File: src/rtl/pipe_ctrl_pkg.sv
// Shared types and defaults for the pipeline sequencing controller.
package pipe_ctrl_pkg;

    typedef enum logic [2:0] {
        RUN   = 3'd0,
        STALL = 3'd1,
        FLUSH = 3'd2,
        DRAIN = 3'd3,
        HALT  = 3'd4
    } pipe_state_t;

    localparam int FLUSH_CYCLES_DEF = 2;
    localparam int DRAIN_CYCLES_DEF = 3;

endpackage

File: src/rtl/cyc_down_cnt.sv
// Loadable 3-bit down-counter with zero flag; holds at zero instead of wrapping.
module cyc_down_cnt (
    input  logic       clk,
    input  logic       rst_n,
    input  logic       load,
    input  logic [2:0] load_val,
    input  logic       dec,
    output logic       zero
);

    logic [2:0] cnt;

    always_ff @(posedge clk or negedge rst_n) begin
        if (!rst_n) begin
            cnt <= 3'd0;
        end else if (load) begin
            cnt <= load_val;
        end else if (dec && (cnt != 3'd0)) begin
            cnt <= cnt - 3'd1;
        end
    end

    assign zero = (cnt == 3'd0);

endmodule

File: src/rtl/pipe_seq_ctrl.sv
// Pipeline hazard/flush/halt sequencer driving PC and IF/ID/EX enables.
// Optional PIPE_PERF_CNT_EN adds a saturating stall-cycle counter output.
module pipe_seq_ctrl
    import pipe_ctrl_pkg::*;
#(
    parameter int FLUSH_CYCLES = FLUSH_CYCLES_DEF,
    parameter int DRAIN_CYCLES = DRAIN_CYCLES_DEF
) (
    input  logic        clk,
    input  logic        rst_n,
    input  logic        data_hazard,
    input  logic        redirect,
    input  logic        halt_dec,
    input  logic        resume,
    output logic        pc_we,
    output logic        if_id_we,
    output logic        if_id_flush,
    output logic        id_ex_bubble,
    output logic        halted,
    output logic [2:0]  state_dbg
`ifdef PIPE_PERF_CNT_EN
    ,
    output logic [15:0] stall_cnt
`endif
);

    localparam logic [2:0] FLUSH_LD = 3'(FLUSH_CYCLES - 1);
    localparam logic [2:0] DRAIN_LD = 3'(DRAIN_CYCLES - 1);

    pipe_state_t state, state_nxt;
    logic        cnt_load, cnt_dec, cnt_zero;
    logic [2:0]  cnt_ld_val;
    logic        pc_we_c, if_id_we_c, flush_c, bubble_c, halted_c;

    cyc_down_cnt u_cnt (
        .clk      (clk),
        .rst_n    (rst_n),
        .load     (cnt_load),
        .load_val (cnt_ld_val),
        .dec      (cnt_dec),
        .zero     (cnt_zero)
    );

    always_ff @(posedge clk or negedge rst_n) begin
        if (!rst_n) state <= RUN;
        else        state <= state_nxt;
    end

    always_comb begin
        state_nxt  = state;
        cnt_load   = 1'b0;
        cnt_ld_val = FLUSH_LD;
        cnt_dec    = 1'b0;
        pc_we_c    = 1'b0;
        if_id_we_c = 1'b0;
        flush_c    = 1'b1;
        bubble_c   = 1'b1;
        halted_c   = 1'b0;
        case (state)
            RUN, STALL: begin
                pc_we_c    = redirect | ~data_hazard;
                if_id_we_c = ~data_hazard;
                flush_c    = redirect;
                bubble_c   = redirect | data_hazard;
                if (redirect) begin
                    state_nxt = FLUSH;
                    cnt_load  = 1'b1;
                end else if (state == RUN) begin
                    if (halt_dec) begin
                        state_nxt  = DRAIN;
                        cnt_load   = 1'b1;
                        cnt_ld_val = DRAIN_LD;
                    end else if (data_hazard) begin
                        state_nxt = STALL;
                    end
                end else if (!data_hazard) begin
                    // ID is frozen while stalled, so a HALT seen here re-presents later
                    state_nxt = RUN;
                end
            end
            FLUSH: begin
                pc_we_c    = 1'b1;
                if_id_we_c = 1'b1;
                if (redirect)      cnt_load  = 1'b1;
                else if (cnt_zero) state_nxt = RUN;
                else               cnt_dec   = 1'b1;
            end
            DRAIN: begin
                if (redirect) begin
                    state_nxt = FLUSH;
                    cnt_load  = 1'b1;
                end else if (cnt_zero) begin
                    state_nxt = HALT;
                end else begin
                    cnt_dec = 1'b1;
                end
            end
            HALT: begin
                halted_c = 1'b1;
                if (resume) state_nxt = RUN;
            end
            default: begin
                halted_c  = 1'b1;
                state_nxt = RUN;
            end
        endcase
    end

    // Reset overrides the outputs immediately, independent of the clock
    assign pc_we        = rst_n & pc_we_c;
    assign if_id_we     = rst_n & if_id_we_c;
    assign if_id_flush  = ~rst_n | flush_c;
    assign id_ex_bubble = ~rst_n | bubble_c;
    assign halted       = rst_n & halted_c;
    assign state_dbg    = state;

`ifdef PIPE_PERF_CNT_EN
    logic [15:0] stall_cnt_q;

    always_ff @(posedge clk or negedge rst_n) begin
        if (!rst_n) begin
            stall_cnt_q <= 16'd0;
        end else if (!pc_we && (state != HALT) && (stall_cnt_q != 16'hFFFF)) begin
            stall_cnt_q <= stall_cnt_q + 16'd1;
        end
    end

    assign stall_cnt = stall_cnt_q;
`endif

endmodule

File: config.mk
export PLATFORM = sky130hd
export DESIGN_NAME = pipe_seq_ctrl
export DESIGN_NICKNAME = d
export VERILOG_FILES = /design/src/rtl/pipe_ctrl_pkg.sv /design/src/rtl/cyc_down_cnt.sv /design/src/rtl/pipe_seq_ctrl.sv
export SDC_FILE = /design/constraint.sdc
export NUM_CORES = 1
export LEC_CHECK = 0
export CAP_MARGIN = 20
export CORE_AREA = 2 2 39 41
export DETAILED_ROUTE_END_ITERATION = 6
export DIE_AREA = 0 0 41 43
export PLACE_DENSITY_LB_ADDON = 0.15
export SLEW_MARGIN = 20
export SYNTH_ARGS = -nofsm -noshare
export SYNTH_HDL_FRONTEND = slang
export SYNTH_SLANG_ARGS = --single-unit
File: constraint.sdc
create_clock -name clk -period 1.7 [get_ports clk]
set_clock_uncertainty 0.15 [all_clocks]
set_input_delay 0.34 -clock clk [delete_from_list [all_inputs] [get_ports clk]]
set_output_delay 0.34 -clock clk [all_outputs]
set_load 0.02 [all_outputs]
==> run metrics <==
worst endpoint data arrival time=1.21 ns; Post-Place Cell Area=621 um2; # rows=14; final period utilization=1.00; #FFs+latches synth=6; share of cells above drive strength 1=0.414; Pleak=a little over 0.3 nW; worst rel slew slack=0.842; Routed Antenna Nets=0; Slew Limit Fails=0; launch point of the critical path=data_hazard; Die X-Extent=41 um; n_diodes=0; CTS tree=yes; Max Root-Sink Buffers=2; failing checks=negative setup slack; multi-input logic area=between 200 and 250 um2; fill count=136; count of final hold-check violations=0; hpwl dp=773 um; post-route setup slack=-0.00370 ns; Nets=around 80; Starting Density=0.291; Synth Instances=44; fin area=about 640 um2; final setup vio count=1; Post-CTS Setup Inserts=0; Yosys top cell area share=0.373; critical path class=in2out; Area contributors post-synth=dfrtp_1 (37%), ha_1 (6.2%), buf_6 (5.6%); Cells after DPL=82; Seq/Total Area, Yosys=0.373; first-pass GRT wire length=1570 um; pin count of the biggest net entering global routing=10; final WL=942 um; RePlAce Congestion=just over 0.8; Worst-Margin Slew=0.237 ns; maximum clock rate=587 MHz; worst r2r dst=u_cnt.cnt[1]; Clock Tree Root=clkbuf_4; io pins=14; DP Worst Slack=-0.595 ns; switch share=0.407; min-delay worst type=in2async; library cells used by synthesis=24; total power=around 910 uW; cell area after synthesis=403 um2; Sequential cell area=around 150 um2; met1 Track Usage GR=0.150; clk_lat worst skew=0.25 ns; post-route insts no fill=86; htree depth=1; Worst Path Required=1.21 ns; Worst-path clk slew=approximately 0.050 ns; Comb pwr share=0.586; vias in the first global route=about 390; Crit. End Element=output pin; Tot GR Track Use=0.137; biggest area consumer among synthesized cells=dfrtp_1; CP Launch Type=input port; clk sinks=6; Critical Path Fanout Max=4; Via density=4.78; Area growth syn-to-layout=58.4%; DRC violations left=0; Port Buf Inserts=13; Routed WL per cell=11.0 um; Finished Core Util=0.461; total of max-cap violations=0; iteration count of the initial detailed-routing pass=6; syn_nets=52; Peak VDD IR=532 uV; Reg2Reg Depth=5; busiest grt layer=met2; R2R Path Start=u_cnt.cnt[0]; R2R Setup Slk=0.24 ns; syn avg cell area=9.16 um2; number of CTS-inserted buffers=3; Psw=369 uW; Flop pwr share=0.259; CORE AREA=1380 um2; leading cell types in the layout, fill and taps excluded=buf_4 (13), dlygate4sd2_1 (4), dfrtp_1 (4); via count=411; Period minus WS final=1.70 ns; die area=~1800 um2; RSZ-0062 raised after global routing=yes; GR Util met2=0.197; Clock Power Share=0.156; initial antenna violation count=0; Post-CTS Hold Buffers=0; global route overflow=0; Internal Dissipation=539 uW; status=complete, but fails checks; Die Ht=43 um; Yosys Warn Count=0; most common cell after layout, fill and taps aside=buf_4; M3 GR Usage=0.0785; Starting DRT DRC Count=7; Power per Cell Area=1420 nW/um2
[how the worst max path moves through the flow]
stage                   end  slack [ns]  cells after the start
2_1_floorplan  id_ex_bubble       -0.05                      4
3_3_place_gp   id_ex_bubble       -0.59                      4
3_5_place_dp   id_ex_bubble       -0.59                      4
4_1_cts        id_ex_bubble       -0.07                      4
5_1_grt        id_ex_bubble       -0.09                      4
6_report       id_ex_bubble      -0.004                      3
[final cells by class]
type,count,share of cell area
well taps,16,0.0314
multi-input cells,31,0.341
inverters,5,0.0333
clock buffers,4,0.0412
flip-flops and latches,6,0.239
repair buffers,24,0.314
[cell families after synthesis]
kind of cell / share of synthesized area
simple gates: 0.236
mux: 0.0279
compound gates: 0.199
fa+ha+maj: 0.0621
flops: 0.373
buf+inv: 0.102
[synthesized netlist by cell type, drive strengths merged]
master / count
o31ai: 1
nor4b: 1
o2bb2ai: 1
nand2: 4
nand4: 1
buf: 2
nor3: 3
nor2: 1
a31o: 1
dfrtp: 6
nand3: 1
nor2b: 1
or2: 1
a31oi: 3
inv: 5
nand2b: 1
and2: 1
a22oi: 1
ha: 2
nand3b: 1
mux2: 1
a22o: 1
a21oi: 4
[critical path: stages]
cell             delay, ns
clkdlybuf4s50_1       0.47
or2_4                 0.27
buf_6                 0.13
[state kept, by name (all words and copies together) (netlist names)]
signal     count
state_dbg      3
u_cnt.cnt      3
[timing repair]
action | CTS | global route
gates resized for setup | 27 | 8
pin swaps | 0 | 2
gates cloned | 0 | 0
endpoints found under the setup margin | 8 | 6
[metal layers]
metal / part of all wire / routed length (um) / vias up
li1: - / - / 210
met2: 0.47 / 444 / 10
met3: 0.071 / 67 / 2
met1: 0.44 / 416 / 189
met4: 0.013 / 12 / 0
met5: 0 / 0 / -
[through the flow]
stage	TNS, ns	hold slack, ns
2_1_floorplan	-0.0520	-0.106
3_3_place_gp	-2.74	0.332
3_5_place_dp	-2.74	0.330
4_1_cts	-0.0658	0.0454
5_1_grt	-0.211	0.0575
6_report	-0.00370	0.0552
[power groups by stage]
stage               combinational, mW  sequential (mW)  clock, mW
floorplan                       0.324            0.261          0
global placement                0.551            0.237          0
detailed placement              0.549            0.237          0
CTS                             0.517            0.235      0.147
global route                    0.587            0.242      0.166
finish                          0.532            0.235      0.142
Power figures use the tool's default switching activity.
